==> config.mk <==
export PLATFORM = sky130hd
export DESIGN_NAME = ld_sequencer_flat
export DESIGN_NICKNAME = d
export VERILOG_FILES = /design/src/rtl/ld_sequencer_pkg.sv /design/src/rtl/ld_sequencer_if.sv /design/src/rtl/ld_sequencer_debounce.sv /design/src/rtl/ld_sequencer.sv /design/src/flat_wrapper.sv
export SDC_FILE = /design/constraint.sdc
export NUM_CORES = 1
export LEC_CHECK = 0
export CORE_MARGIN = 3
export CORE_UTILIZATION = 39
export CTS_CLUSTER_DIAMETER = 60
export CTS_CLUSTER_SIZE = 16
export DETAILED_ROUTE_END_ITERATION = 8
export GPL_ROUTABILITY_DRIVEN = 0
export PLACE_DENSITY = 0.68
export SLEW_MARGIN = 10
export SYNTH_ARGS = -nofsm -noshare
export SYNTH_HDL_FRONTEND = slang
export SYNTH_SLANG_ARGS = --single-unit
==> constraint.sdc <==
create_clock -name CLK -period 2.3 [get_ports CLK]
set_input_delay 0.46 -clock CLK [delete_from_list [all_inputs] [get_ports CLK]]
set_output_delay 0.46 -clock CLK [all_outputs]
set_load 0.005 [all_outputs]
==> src/rtl/ld_sequencer_pkg.sv <==
// Shared definitions for the laser-diode sequencer: state codes, default thresholds, and the state-to-driver-level map.
// Latency: not applicable; this package holds only types, constants and a pure function.
// Backpressure: not applicable.
package ld_sequencer_pkg;

    // State codes are visible on state_o and are also decoded by the driver
    // side, so these encodings must stay fixed.
    typedef enum logic [2:0] {
        ST_IDLE     = 3'd0,
        ST_ARMED    = 3'd1,
        ST_RAMP_UP  = 3'd2,
        ST_LASE     = 3'd3,
        ST_RAMP_DN  = 3'd4,
        ST_SHUTDOWN = 3'd5,
        ST_FAULT    = 3'd6
    } ld_state_t;

    localparam int unsigned DEB_CYCLES_DEF   = 1000;
    localparam logic [11:0] I_MAX_DEF        = 12'd2000;
    localparam logic [11:0] I_MIN_DEF        = 12'd1;
    localparam int unsigned RAMP_TIMEOUT_DEF = 1200000;
    localparam int unsigned TMR_W_DEF        = 21;
    localparam logic [11:0] DROOP_TOL_DEF    = 12'd16;

    // Driver enable levels for a state, returned as {SW_ON, LD_ON}.
    function automatic logic [1:0] drv_levels(input ld_state_t s);
        logic [1:0] lv;
        lv = 2'b00;
        case (s)
            ST_ARMED:   lv = 2'b10;
            ST_RAMP_UP: lv = 2'b11;
            ST_LASE:    lv = 2'b11;
            ST_RAMP_DN: lv = 2'b10;
            default:    lv = 2'b00;
        endcase
        return lv;
    endfunction

endpackage

==> src/rtl/ld_sequencer_if.sv <==
// Panel/driver signal bundle for ld_sequencer.
// Latency: wires only; this interface adds no delay.
// Backpressure: none; all signals are levels.
//   btn_sw, btn_ld : raw front-panel buttons (async, active-high)
//   I_fb           : 12-bit driver current readback
//   SW_ON, LD_ON   : driver enables; state_o: FSM state code; ready/fault: status
// The slave modport is the sequencer's view. The master modport is the view of the panel and driver side.
interface ld_sequencer_if;
    logic        btn_sw;
    logic        btn_ld;
    logic [11:0] I_fb;
    logic        SW_ON;
    logic        LD_ON;
    logic [2:0]  state_o;
    logic        ready;
    logic        fault;

    modport master (
        output btn_sw, btn_ld, I_fb,
        input  SW_ON, LD_ON, state_o, ready, fault
    );

    modport slave (
        input  btn_sw, btn_ld, I_fb,
        output SW_ON, LD_ON, state_o, ready, fault
    );
endinterface

==> src/rtl/ld_sequencer_debounce.sv <==
// Button debouncer: 2-FF synchroniser, a stability counter, and a press pulse on the rising edge of the accepted level.
// Latency: the pulse appears 2 + DEB_CYCLES cycles after the button edge.
// Backpressure: none. The pulse lasts one cycle and is not held.
//   CLK, Clrn : clock and async active-low reset
//   i_btn     : raw button level
//   o_pulse   : one-cycle pulse each time a new high level is accepted
module ld_sequencer_debounce #(
    parameter int unsigned DEB_CYCLES = 1000
) (
    input  logic CLK,
    input  logic Clrn,
    input  logic i_btn,
    output logic o_pulse
);

    localparam int unsigned CW = (DEB_CYCLES > 1) ? $clog2(DEB_CYCLES) : 1;
    localparam logic [CW-1:0] CNT_LAST = CW'(DEB_CYCLES - 1);

    logic          r_sync1;
    logic          r_sync2;
    logic          r_level;
    logic          r_pulse;
    logic [CW-1:0] r_cnt;

    // The counter runs only while the synchronised sample disagrees with the
    // accepted level. Any sample that agrees restarts it, so bounces shorter
    // than DEB_CYCLES never reach the accept point.
    always_ff @(posedge CLK or negedge Clrn) begin
        if (!Clrn) begin
            r_sync1 <= 1'b0;
            r_sync2 <= 1'b0;
            r_level <= 1'b0;
            r_pulse <= 1'b0;
            r_cnt   <= '0;
        end else begin
            r_sync1 <= i_btn;
            r_sync2 <= r_sync1;
            r_pulse <= 1'b0;
            if (r_sync2 != r_level) begin
                if (r_cnt == CNT_LAST) begin
                    r_level <= r_sync2;
                    r_cnt   <= '0;
                    r_pulse <= r_sync2;
                end else begin
                    r_cnt <= r_cnt + 1'b1;
                end
            end else begin
                r_cnt <= '0;
            end
        end
    end

    assign o_pulse = r_pulse;

endmodule

==> src/rtl/ld_sequencer.sv <==
// Laser-diode command sequencer. It debounces the panel buttons, drives SW_ON/LD_ON, follows I_fb through each ramp, and latches a fault when a ramp stalls.
// Latency: the FSM acts one cycle after a debounced press pulse, and the outputs are registered from the next state.
// Backpressure: none. A press that arrives in a state that ignores it is dropped.
//   CLK, Clrn : clock and async active-low reset
//   bus       : ld_sequencer_if.slave with the buttons, I_fb, SW_ON/LD_ON, state_o, ready, fault
// Optional build macro LD_DROOP_CHECK_EN: while in LASE, a current sag below I_MAX-DROOP_TOL raises a fault.
module ld_sequencer
    import ld_sequencer_pkg::*;
#(
    parameter int unsigned DEB_CYCLES   = DEB_CYCLES_DEF,
    parameter logic [11:0] I_MAX        = I_MAX_DEF,
    parameter logic [11:0] I_MIN        = I_MIN_DEF,
    parameter int unsigned RAMP_TIMEOUT = RAMP_TIMEOUT_DEF,
    parameter int unsigned TMR_W        = TMR_W_DEF
`ifdef LD_DROOP_CHECK_EN
    ,
    parameter logic [11:0] DROOP_TOL    = DROOP_TOL_DEF
`endif
) (
    input  logic        CLK,
    input  logic        Clrn,
    ld_sequencer_if.slave bus
);

    localparam logic [TMR_W-1:0] TMR_TO = RAMP_TIMEOUT[TMR_W-1:0];

    ld_state_t        r_state;
    ld_state_t        w_state_nxt;
    logic [TMR_W-1:0] r_tmr;
    logic             r_sw_on;
    logic             r_ld_on;
    logic             r_ready;
    logic             r_fault;

    logic w_sw_p;
    logic w_ld_p;
    logic w_full;
    logic w_off;
    logic w_timeout;
    logic w_timed;
`ifdef LD_DROOP_CHECK_EN
    logic w_droop;
`endif

    ld_sequencer_debounce #(.DEB_CYCLES(DEB_CYCLES)) u_deb_sw (
        .CLK     (CLK),
        .Clrn    (Clrn),
        .i_btn   (bus.btn_sw),
        .o_pulse (w_sw_p)
    );

    ld_sequencer_debounce #(.DEB_CYCLES(DEB_CYCLES)) u_deb_ld (
        .CLK     (CLK),
        .Clrn    (Clrn),
        .i_btn   (bus.btn_ld),
        .o_pulse (w_ld_p)
    );

    // A readback above I_MAX counts as full current. The driver can overshoot slightly at the top of a ramp.
    assign w_full    = (bus.I_fb >= I_MAX);
    assign w_off     = (bus.I_fb <= I_MIN);
    assign w_timeout = (r_tmr == TMR_TO);
    assign w_timed   = (r_state == ST_RAMP_UP) || (r_state == ST_RAMP_DN) ||
                       (r_state == ST_SHUTDOWN);
`ifdef LD_DROOP_CHECK_EN
    assign w_droop   = (bus.I_fb < (I_MAX - DROOP_TOL));
`endif

    // Inside each state the tests are ordered by priority: power press, then laser press, then current threshold, then timeout.
    always_comb begin
        w_state_nxt = r_state;
        case (r_state)
            ST_IDLE: begin
                if (w_sw_p) w_state_nxt = ST_ARMED;
            end
            ST_ARMED: begin
                if (w_sw_p)      w_state_nxt = ST_IDLE;
                else if (w_ld_p) w_state_nxt = ST_RAMP_UP;
            end
            ST_RAMP_UP: begin
                if (w_sw_p)         w_state_nxt = ST_SHUTDOWN;
                else if (w_ld_p)    w_state_nxt = ST_RAMP_DN;
                else if (w_full)    w_state_nxt = ST_LASE;
                else if (w_timeout) w_state_nxt = ST_FAULT;
            end
            ST_LASE: begin
                if (w_sw_p)       w_state_nxt = ST_SHUTDOWN;
                else if (w_ld_p)  w_state_nxt = ST_RAMP_DN;
`ifdef LD_DROOP_CHECK_EN
                else if (w_droop) w_state_nxt = ST_FAULT;
`endif
            end
            ST_RAMP_DN: begin
                if (w_sw_p)         w_state_nxt = ST_SHUTDOWN;
                else if (w_ld_p)    w_state_nxt = ST_RAMP_UP;
                else if (w_off)     w_state_nxt = ST_ARMED;
                else if (w_timeout) w_state_nxt = ST_FAULT;
            end
            ST_SHUTDOWN: begin
                // The driver is already powering down, so button presses are ignored until the current has fully decayed.
                if (w_off)          w_state_nxt = ST_IDLE;
                else if (w_timeout) w_state_nxt = ST_FAULT;
            end
            ST_FAULT: begin
                // Clearing the fault takes a deliberate power press, and only while no current flows.
                if (w_sw_p && w_off) w_state_nxt = ST_IDLE;
            end
            default: w_state_nxt = ST_IDLE;
        endcase
    end

    always_ff @(posedge CLK or negedge Clrn) begin
        if (!Clrn) begin
            r_state <= ST_IDLE;
        end else begin
            r_state <= w_state_nxt;
        end
    end

    // The timer measures time spent in the current state. It restarts on every state change and holds once it reaches the timeout value.
    always_ff @(posedge CLK or negedge Clrn) begin
        if (!Clrn) begin
            r_tmr <= '0;
        end else if (w_state_nxt != r_state) begin
            r_tmr <= '0;
        end else if (w_timed && !w_timeout) begin
            r_tmr <= r_tmr + 1'b1;
        end
    end

    // Outputs are registered from the next state. This keeps them glitch-free and in step with state_o.
    always_ff @(posedge CLK or negedge Clrn) begin
        if (!Clrn) begin
            r_sw_on <= 1'b0;
            r_ld_on <= 1'b0;
            r_ready <= 1'b0;
            r_fault <= 1'b0;
        end else begin
            {r_sw_on, r_ld_on} <= drv_levels(w_state_nxt);
            r_ready <= (w_state_nxt == ST_LASE);
            r_fault <= (w_state_nxt == ST_FAULT);
        end
    end

    assign bus.SW_ON   = r_sw_on;
    assign bus.LD_ON   = r_ld_on;
    assign bus.state_o = r_state;
    assign bus.ready   = r_ready;
    assign bus.fault   = r_fault;

endmodule

==> src/flat_wrapper.sv <==
// flat-port wrapper written by rule: the top's interface ports become plain ports
module ld_sequencer_flat import ld_sequencer_pkg::*;
#(
    parameter int unsigned DEB_CYCLES   = DEB_CYCLES_DEF,
    parameter logic [11:0] I_MAX        = I_MAX_DEF,
    parameter logic [11:0] I_MIN        = I_MIN_DEF,
    parameter int unsigned RAMP_TIMEOUT = RAMP_TIMEOUT_DEF,
    parameter int unsigned TMR_W        = TMR_W_DEF

)
  (CLK, Clrn, bus_btn_sw, bus_btn_ld, bus_I_fb, bus_SW_ON, bus_LD_ON, bus_state_o, bus_ready, bus_fault);
  ld_sequencer_if bus_i ();
  input  logic CLK;
  input  logic Clrn;
  input wire logic [$bits(bus_i.btn_sw)-1:0] bus_btn_sw;
  input wire logic [$bits(bus_i.btn_ld)-1:0] bus_btn_ld;
  input wire logic [$bits(bus_i.I_fb)-1:0] bus_I_fb;
  output wire logic [$bits(bus_i.SW_ON)-1:0] bus_SW_ON;
  output wire logic [$bits(bus_i.LD_ON)-1:0] bus_LD_ON;
  output wire logic [$bits(bus_i.state_o)-1:0] bus_state_o;
  output wire logic [$bits(bus_i.ready)-1:0] bus_ready;
  output wire logic [$bits(bus_i.fault)-1:0] bus_fault;
  assign bus_i.btn_sw = bus_btn_sw;
  assign bus_i.btn_ld = bus_btn_ld;
  assign bus_i.I_fb = bus_I_fb;
  assign bus_SW_ON = bus_i.SW_ON;
  assign bus_LD_ON = bus_i.LD_ON;
  assign bus_state_o = bus_i.state_o;
  assign bus_ready = bus_i.ready;
  assign bus_fault = bus_i.fault;
  ld_sequencer #(.DEB_CYCLES(DEB_CYCLES), .I_MAX(I_MAX), .I_MIN(I_MIN), .RAMP_TIMEOUT(RAMP_TIMEOUT), .TMR_W(TMR_W)) u_core (.CLK(CLK), .Clrn(Clrn), .bus(bus_i));
endmodule
# == Yosys cells after proc, flatten, opt, wreduce, memory -nomap -nowiden ==
# Index checks and enable logic that the tools add are counted.
# op_classes
n_eq_ne,17
n_div,0
order_cmp,2
shifts,0
bitwise_logic,0
add_sub_neg,3
mul,0
mux,26
n_reduce_logical,11
# ops
op,n
two-way mux 21 bit,2
two-way mux 3 bit,14
two-way mux 10 bit,4
"adder 21 x 1 -> 21 bit, second input constant",1
"equality test 21 bit, second input constant",1
one-hot mux 3 bit (7 select lines),1
"adder 10 x 1 -> 10 bit, second input constant",2
"equality test 10 bit, second input constant",2
"equality test 3 bit, second input constant",5
"equality test 3 x 2 -> 1 bit, second input constant",4
">= comparator 12 x 11 -> 1 bit, second input constant",1
"less-or-equal comparator 12 x 1 -> 1 bit, second input constant",1
"equality test 3 x 1 -> 1 bit, second input constant",2
two-way mux 1 bit,4
one-hot mux 2 bit (2 select lines),1
AND reduction 2 bit,2
OR reduction 2 bit,2
zero test 3 bit,1
inequality test 3 bit,1
logical AND 1 bit,2
logical OR 1 bit,2
inequality test 1 bit,2
nonzero test 2 bit,1
zero test 1 bit,1
# word_totals
ram_bits,0
mem_count,0
rom_bits,0
ff_bits,56
wordCells,75
out_inout_bits,7
latch_bits,0
in_bits,16

# == Logic depth before layout (Yosys ltp) ==
# Gate-level depths: netlist (run 1).
# depth
word_depth,9
mapped_depth,9
depth_no_buf,8

# == Hierarchy ==
# A second synthesis (run 1) with hierarchy kept.
# unflattened
cells_unflattened,305
area_unflattened_um2,3080.5
# by_module_without_submodules
mod,n_inst,seq_area_each_um2,cells_each,area_each_um2
ld_sequencer,1,700.7,189,1786.7
ld_sequencer_debounce,2,350.3,58,646.9

# == Least setup slack after synthesis (run 1) ==
# Ideal clock, no wire load.
# synth_path
kind,reg-to-reg
startpoint,register u_core.r_tmr[0]
endpoint,register u_core.r_sw_on (netlist: u_core.bus.SW_ON)
required_ns,2.173
arrival_ns,1.748
setup_time_ns,0.127
stages_incl_launch_ff,9
slack_ns,0.425
synth_period_minus_slack_ns,1.875
path_cell_list,dfrtp_1 > inv_1 > ha_1 > nor4b_1 > nand3_1 > or2_0 > a41oi_1 > nand2_1 > xor2_1
# synth_between
elab_chain_len,9
elab_cells_between_ends,17
cone_classes,eq/ne: 5; mux: 10; reduce/logical: 2
# synth_lines
item,line,source
"start, declared",ld_sequencer.sv:29,logic [TMR_W-1:0] r_tmr;
"start signal, assigned",ld_sequencer.sv:127,r_tmr <= r_tmr + 1'b1;
equality test 21 bit (*),ld_sequencer.sv:62,assign w_timeout = (r_tmr == TMR_TO);
two-way mux 3 bit (*),"ld_sequencer.sv:84, ld_sequencer.sv:97, ld_sequencer.sv:102",
two-way mux 3 bit (on tied branches),"ld_sequencer.sv:96, ld_sequencer.sv:83",
two-way mux 3 bit (on tied branches),"ld_sequencer.sv:95, ld_sequencer.sv:82",
two-way mux 3 bit (on tied branches),"ld_sequencer.sv:94, ld_sequencer.sv:81",
one-hot mux 3 bit (7 select lines) (*),ld_sequencer.sv:72,case (r_state)
"equality test 3 x 1 -> 1 bit, or another cell as far along",ld_sequencer_pkg.sv:29,case (s)
OR reduction 2 bit (no line),--,
one-hot mux 2 bit (2 select lines) (*),ld_sequencer_pkg.sv:29,
"end signal, assigned",ld_sequencer.sv:139,"{r_sw_on, r_ld_on} <= drv_levels(w_state_nxt);"
"end, declared",ld_sequencer.sv:30,logic r_sw_on;
# Mark *: on every way between the ends. The rest lies on a longest branch, timed or not.
# A chain may end at the register's enable or synchronous reset.

# == Worst setup path after layout (run 1) ==
# layout_path
startpoint,input port bus_I_fb[9]
endpoint,register u_core.r_fault (netlist: u_core.bus.fault)
# layout_between
elab_chain_len,6
elab_cells_between_ends,13
cone_classes,order compare: 2; eq/ne: 1; mux: 9; reduce/logical: 1
# layout_lines
item,line,source
"start, declared",flat_wrapper.sv:17,input wire logic [$bits(bus_i.I_fb)-1:0] bus_I_fb;
less-or-equal comparator 12 x 1 -> 1 bit / >= comparator 12 x 11 -> 1 bit (equally long branches),"ld_sequencer.sv:61, ld_sequencer.sv:60",
two-way mux 3 bit (on tied branches),"ld_sequencer.sv:96, ld_sequencer.sv:83",
two-way mux 3 bit (on tied branches),"ld_sequencer.sv:95, ld_sequencer.sv:82",
two-way mux 3 bit (on tied branches),"ld_sequencer.sv:94, ld_sequencer.sv:81",
one-hot mux 3 bit (7 select lines) (*),ld_sequencer.sv:72,
named net u_core.w_state_nxt[2],ld_sequencer.sv:28,ld_state_t w_state_nxt;
equality test 3 bit (*),ld_sequencer.sv:141,r_fault <= (w_state_nxt == ST_FAULT);
"end signal, assigned",ld_sequencer.sv:141,
"end, declared",ld_sequencer.sv:33,logic r_fault;
# Mark *: on every way through the listed nets, which the timed path passes. The rest lies on a longest branch.

==> summary.md, run 1 <==
| Metric | Value |
|---|---|
| Worst skew pair latency | 0.31 ns |
| Vias in the first global route | 2197 |
| Comb pwr share | 0.044 |
| Synthesis-stage register bit count | 56 |
| Fin. Hold Viols | 0 |
| Lkg Pwr | 1.41 nW |
| Cells after DPL | 427 |
| Row count | 30 |
| Post-Place Worst Slack | -0.101 ns |
| CTS Root Cell | clkbuf_8 |
| Seq pwr share | 0.578 |
| Post-CTS Resized | 0 |
| CP dominant cell by count | buf_4 |
| PD cells | 508 nW/µm² |
| Final worst slack | 0.223 ns |
| Yosys warns | 0 |
| Power share of the clock group | 0.378 |
| Final setup violation count | 0 |
| Mapped Avg Cell Area | 9.55 µm² |
| Top-count cell post-synth | dfrtp_1 |
| GRT overflow | 0 |
| CORE AREA | 7020 µm² |
| Non-Filler Instances | 435 |
| GR peak layer | met2 |
| Main area contributors after synthesis | dfrtp_1 48%, nor2_1 6.4%, xnor2_1 6.0% |
| Initial Util | 0.415 |
| Nets@finish | 358 |
| Cell Area, Synth | 2910 µm² |
| Fmax | 481 MHz |
| Wirelength per Cell | 12.3 µm |
| Register area share after synthesis | 0.481 |
| Yosys top cell by area | dfrtp_1 |
| Worst path required time | 2.51 ns |
| First-pass GRT wire length | 9670 µm |
| Post-synth EDFFs | 0 |
| Sw power | 0.000374 W |
| Die Y | 92.4 µm |
| Final Skew | 0.00672 ns |
| Peak VDD IR | 0.295 mV |
| Synth async-reset ratio | 1.00 |
| Syn Inst Count | 305 |
| Total Routing Usage GR | 0.136 |
| CTS Buf Count | 5 |
| Crit path largest cell delay | 0.42 ns |
| Worst hold slack | 0.0963 ns |
| Sw Share | 0.215 |
| Maximum fanout along the worst path | 5 |
| Worst path top cell family by delay | simple AND/OR/NAND/NOR gates |
| Routed WL | 5360 µm |
| Initial drt markers | 117 |
| Critical path type | in2reg |
| Clk slew on worst S/H paths | 0.10 ns |
| Post-route ant nets | 0 |
| DR vias | 2234 |
| Fraction of layout instances using a drive strength above 1 | 0.0826 |
| Ant. Diodes | 0 |
| Unrepaired setup endpoints after global routing | no |
| Worst slew pin tran | 0.496 ns |
| Pin count of the biggest net entering global routing | 36 |
| Fin crit share | 0.903 |
| Count of cell types in the netlist | 44 |
| Outcome | completed |
| TritonCTS Sinks | 56 |
| CP Capture Type | flop |
| Final worst path period need | 2.08 ns |
| Syn nets | 325 |
| Worst-case clock buffer depth | 2 |
| Worst slew margin | 0.665 |
| Pre-antenna DRT Iters | 5 |
| Grt met1 use | 0.181 |
| Int Power | 0.00136 W |
| Slowest CP cell | clkdlybuf4s50_1 |
| Die width | 92.4 µm |
| Most used DFF post-synth | dfrtp_1 |
| Maxcap violations | 0 |
| Via-to-Cell Ratio | 5.14 |
| I/O Pins | 23 |
| Setup bufs post-CTS | 0 |
| TritonCTS clock tree | yes |
| Post-synth top area share | 0.481 |
| Die area | 8550 µm² |
| Crit-path cells | clkdlybuf4s50_1 > nor4_1 > buf_4 > nand3_1 > buf_4 > a21oi_1 > nand4_1 > and2_1 |
| Initial antenna violation count | 0 |
| Setup TNS | 0 ns |
| GR Layer Usage met3 | 0.0374 |
| Bufs and invs on worst path | 3 |
| Met2 Use GR | 0.219 |
| Max-slew violations | 0 |
| DR DRC count | 0 |
| Arrival time worst endpoint | 2.29 ns |
| Top cells by count, synth | 56 x dfrtp_1, 50 x nor2_1, 31 x nand2_1, 20 x xnor2_1, 20 x xor2_1 |
| Crit start category | input port |
| Hpwl dp | 3960 µm |
| CTS Hold Bufs | 0 |
| Clock H-tree levels | 2 |
| I/O Buffers | 21 |
| Synth-to-Final Area Change | 17.3% |
| Hold Path Class | in2async |
==> power groups by stage <==
stage          Sequential [W]  Combinational (W)  Clock [W]
3_3_place_gp          0.00102          0.0000764          0
2_1_floorplan         0.00102          0.0000221          0
4_1_cts               0.00100          0.0000789   0.000680
3_5_place_dp          0.00102          0.0000784          0
6_report              0.00100          0.0000755   0.000656
5_1_grt               0.00101          0.0000873   0.000714
==> logic make-up (layout without fill, tap and decap cells) <==
| family | after synthesis | after routing | share of synthesized area |
|---|---|---|---|
| and+or+nand+nor | 159 | 159 | 0.270 |
| DFF | 56 | 56 | 0.481 |
| xor gates and xnor gates | 40 | 40 | 0.120 |
| AOI/OAI and AO/OA | 26 | 26 | 0.0691 |
| buffers and inverters | 16 | 50 | 0.0283 |
| adders and majority gates | 4 | 4 | 0.0172 |
| muxes | 4 | 4 | 0.0146 |
==> routing by layer <==
layer | up-vias | wire length, µm | part of all wire
li1 | 1117 | - | -
met1 | 1063 | 2580 | 0.48
met2 | 50 | 2480 | 0.46
met3 | 4 | 261 | 0.049
met4 | 0 | 46 | 0.0086
met5 | - | 0 | 0
==> through the flow <==
| step | total power [W] | instance area (µm²) | util |
|---|---|---|---|
| floorplan | 0.00104 | 2910 | - |
| finish | 0.00174 | 3420 | 0.487 |
| global placement | 0.00110 | 3300 | 0.470 |
| detailed placement | 0.00110 | 3300 | 0.470 |
| CTS | 0.00176 | 3420 | 0.487 |
| global route | 0.00181 | 3420 | 0.487 |
==> sequential cells by signal, summed over array words and instances (netlist names), 3 cells and up <==
name	flops
u_core.u_deb_ld.r_cnt	10
u_core.u_deb_sw.r_cnt	10
u_core.r_tmr	21
u_core.bus.state_o	3
==> final timing paths <==
kind / slack [ns] / endpoint / depth (start not counted) / from
max in group asynchronous: 1.67 / u_core.r_tmr[1] / 2 / Clrn
worst min-delay path: 0.1 / u_core.u_deb_ld.r_cnt[1] / 1 / Clrn
min in group CLK: 0.36 / u_core.u_deb_ld.r_sync2 / 0 / u_core.u_deb_ld.r_sync1
worst max register to register: 0.24 / u_core.bus.SW_ON / 8 / u_core.r_tmr[0]
worst max-delay path: 0.22 / u_core.bus.fault / 8 / bus_I_fb[9]
worst min register to register: 0.36 / u_core.u_deb_ld.r_sync2 / 0 / u_core.u_deb_ld.r_sync1
==> cells in the final DEF (no fill, tap or decap), drive strengths merged, types with 5 or more instances in the layout <==
cell,n
clkbuf,5
clkdlybuf4s50,20
nor3,12
xnor2,20
buf,12
dfrtp,56
nor2,50
inv,11
nand2,31
nand4,9
and3,8
o211ai,6
nor4b,5
xor2,20
nand3,17
o21ai,6
==> final cells by class <==
class | count | area [µm²]
flip-flops and latches | 56 | 1400
clock buffers | 5 | 68.8
multi-input cells | 233 | 1430
inverters | 10 | 37.5
fillers | 672 | 3600
clock inverters | 3 | 46.3
well taps | 96 | 120
repair buffers | 32 | 313
No activity file was read; power rests on OpenSTA's default activity.
==> run 2, diff against run 1 <==
Settings changed: REMOVE_ABC_BUFFERS set to 1.
==> run 2 against run 1 <==
Effect of this change:
- wire length is 4.3% higher
- critical path depth is 1 higher
- total power shrank 6.9%
- sequential share of layout area increased by 0.090 points
- largest power group unchanged
- maximum frequency down 1.9%
==> summary.md, run 2 (synthesis gave the netlist of run 1 again) <==
| Metric | Value |
|---|---|
| Total Routing Usage GR | 0.140 (+0.00373) |
| Maximum fanout along the worst path | 21 (+16) |
| Fin crit share | 0.920 (+0.0173) |
| Non-Filler Instances | 437 (+0.46%) |
| Fill cell count | 684 (+1.8%) |
| Final Cell Area | 3410 µm² (-0.22%) |
| Routed WL | 5590 µm (+4.3%) |
| Clk slew on worst S/H paths | 0.10 ns (about the same) |
| Post-route ant nets | 0 (unchanged) |
| Final worst path period need | 2.12 ns (+0.0399 ns) |
| Worst path required time | 2.49 ns (-0.02 ns) |
| CORE AREA | 7020 µm² (unchanged) |
| Worst slew pin tran | 0.484 ns (-0.0121 ns) |
| Worst-case clock buffer depth | 2 (unchanged) |
| Die width | 92.4 µm (unchanged) |
| Most common cell after layout, fill and taps aside | dfrtp_1 |
| Setup bufs post-CTS | 0 (unchanged) |
| CP startpoint | bus_I_fb[9] |
| Initial Util | 0.415 (unchanged) |
| Initial antenna violation count | 0 (unchanged) |
| GRT overflow | 0 (unchanged) |
| Cells after DPL | 429 (+0.47%) |
| Pre-antenna DRT Iters | 4 (-1) |
| CTS Hold Bufs | 0 (unchanged) |
| Peak VDD IR | 0.378 mV (+28%) |
| Post-CTS Resized | 0 (unchanged) |
| Final core occ | 0.486 (-0.00107) |
| Top flop regs | u_core.r_tmr x21, u_core.u_deb_ld.r_cnt x10, u_core.u_deb_sw.r_cnt x10 |
| CP Capture Type | flop |
| Most flops, register | u_core.r_tmr |
| Via-to-Cell Ratio | 5.09 (-0.95%) |
| Die Y | 92.4 µm (unchanged) |
| Reg2reg start | u_core.r_tmr[0] |
| Maxcap violations | 0 (unchanged) |
| Outcome | completed |
| Fmax | 472 MHz (-1.9%) |
| Largest register FFs | 21 (unchanged) |
| DR DRC count | 0 (unchanged) |
| TritonCTS clock tree | yes |
| PD cells | 474 nW/µm² (-6.7%) |
| Fin. Hold Viols | 0 (unchanged) |
| Final Skew | 0.0106 ns (+0.00388 ns) |
| Initial drt markers | 83 (-29%) |
| Clock H-tree levels | 2 (unchanged) |
| Crit start category | input port |
| CTS Root Cell | clkbuf_8 |
| Ant. Diodes | 0 (unchanged) |
| Lkg Pwr | 1.41 nW (-0.20%) |
| Die area | 8550 µm² (unchanged) |
| Wirelength per Cell | 12.8 µm (+3.8%) |
| Hpwl dp | 4010 µm (+1.4%) |
| Flip-flop and latch area | 1400 µm² (unchanged) |
| I/O Buffers | 21 (unchanged) |
| Unrepaired setup endpoints after global routing | no |
| Hold Path Class | in2async |
| Most frequent cells in the layout | 56 x dfrtp_1, 50 x nor2_1, 31 x nand2_1 |
| Nets@finish | 360 (+0.56%) |
| Post-DP Area | 3320 µm² (+0.45%) |
| Worst skew pair latency | 0.31 ns (about the same) |
| Max-slew violations | 0 (unchanged) |
| Final setup violation count | 0 (unchanged) |
| TritonCTS Sinks | 56 (unchanged) |
| Arrival time worst endpoint | 2.31 ns (+0.02 ns) |
| Fraction of layout instances using a drive strength above 1 | 0.0880 (+0.00538) |
| Worst slew margin | 0.673 (+0.00815) |
| I/O Pins | 23 (unchanged) |
| Pin count of the biggest net entering global routing | 24 (-33%) |
| Synth-to-Final Area Change | 17.0% |
| CTS Buf Count | 5 (unchanged) |
| Critical path type | in2reg |
| Vias in the first global route | 2173 (-1.1%) |
| Row count | 30 (unchanged) |
| DR vias | 2223 (-0.49%) |
| Area of the multi-input gates | 1430 µm² (+0.26%) |
| First-pass GRT wire length | 9940 µm (+2.8%) |
## run 2: cell count changes in the layout (fill, tap and decap cells not counted)
cell / delta
bufinv_16: -1
o21ai_2: +1
clkinv_4: +1
inv_6: -1
buf_4: +2
o21ai_1: -1
clkbuf_1: +1
## run 2: worst paths after layout
kind	endpoint	depth (start not counted)	slack [ns]
worst max-delay path	u_core.r_tmr[2]	9	0.18
worst min-delay path	u_core.u_deb_ld.r_cnt[6]	1	0.07
worst max register to register	u_core.bus.SW_ON	8	0.20
worst min register to register	u_core.u_deb_sw.r_sync2	0	0.36
max in group asynchronous	u_core.r_tmr[6]	2	1.64
min in group CLK	u_core.u_deb_sw.r_sync2	0	0.36
## run 2: final cells by class
class,count,share of cell area
multi-input combinational,233,0.421
sequential,56,0.411
timing repair buffer,34,0.0961
tap,96,0.0352
clock buffer,6,0.0213
inverter,10,0.0110
clock inverter,2,0.00477
## run 2: routing by layer
metal  part of all wire  routed length [µm]  vias up  GRT usage
met5                  0                   0        -          0
met4             0.0077                  43        0     0.0359
met3              0.057                 321        5     0.0317
met2               0.45                2530       57      0.224
met1               0.48                2700     1043      0.192
li1                   -                   -     1118          -
## run 2: metrics by stage
| stage | power [W] | TNS, ns | hold slack [ns] | setup slack, ns |
|---|---|---|---|---|
| floorplan | 0.00104 | 0 | 0.164 | 0.259 |
| global placement | 0.00110 | -3.36 | 0.334 | -0.151 |
| detailed placement | 0.00111 | -4.17 | 0.336 | -0.180 |
| CTS | 0.00164 | 0 | 0.0745 | 0.125 |
| global route | 0.00169 | 0 | 0.0805 | 0.0126 |
| finish | 0.00162 | 0 | 0.0684 | 0.183 |
## run 2: critical path, cell delays in order
cell	delay [ns]
clkdlybuf4s50_1	0.43
nor4_1	0.40
buf_4	0.18
and3_1	0.18
a221o_1	0.15
o31ai_1	0.08
o211ai_2	0.19
buf_12	0.18
nor2_1	0.05
## run 2: power by group
| group | leakage, nW | internal, W | switching, W | total, W |
|---|---|---|---|---|
| Sequential | 0.653 | 0.000996 | 0.00000880 | 0.00100 |
| Combinational | 0.715 | 0.0000405 | 0.0000400 | 0.0000804 |
| Clock | 0.0414 | 0.000217 | 0.000313 | 0.000530 |
| Total | 1.41 | 0.00125 | 0.000362 | 0.00162 |
==> run 3, diff against run 2 <==
Settings changed: SKIP_LAST_GASP set to 1.
==> results of run 3 <==
The final DEF is identical to that of run 2; final timing and power are the same.
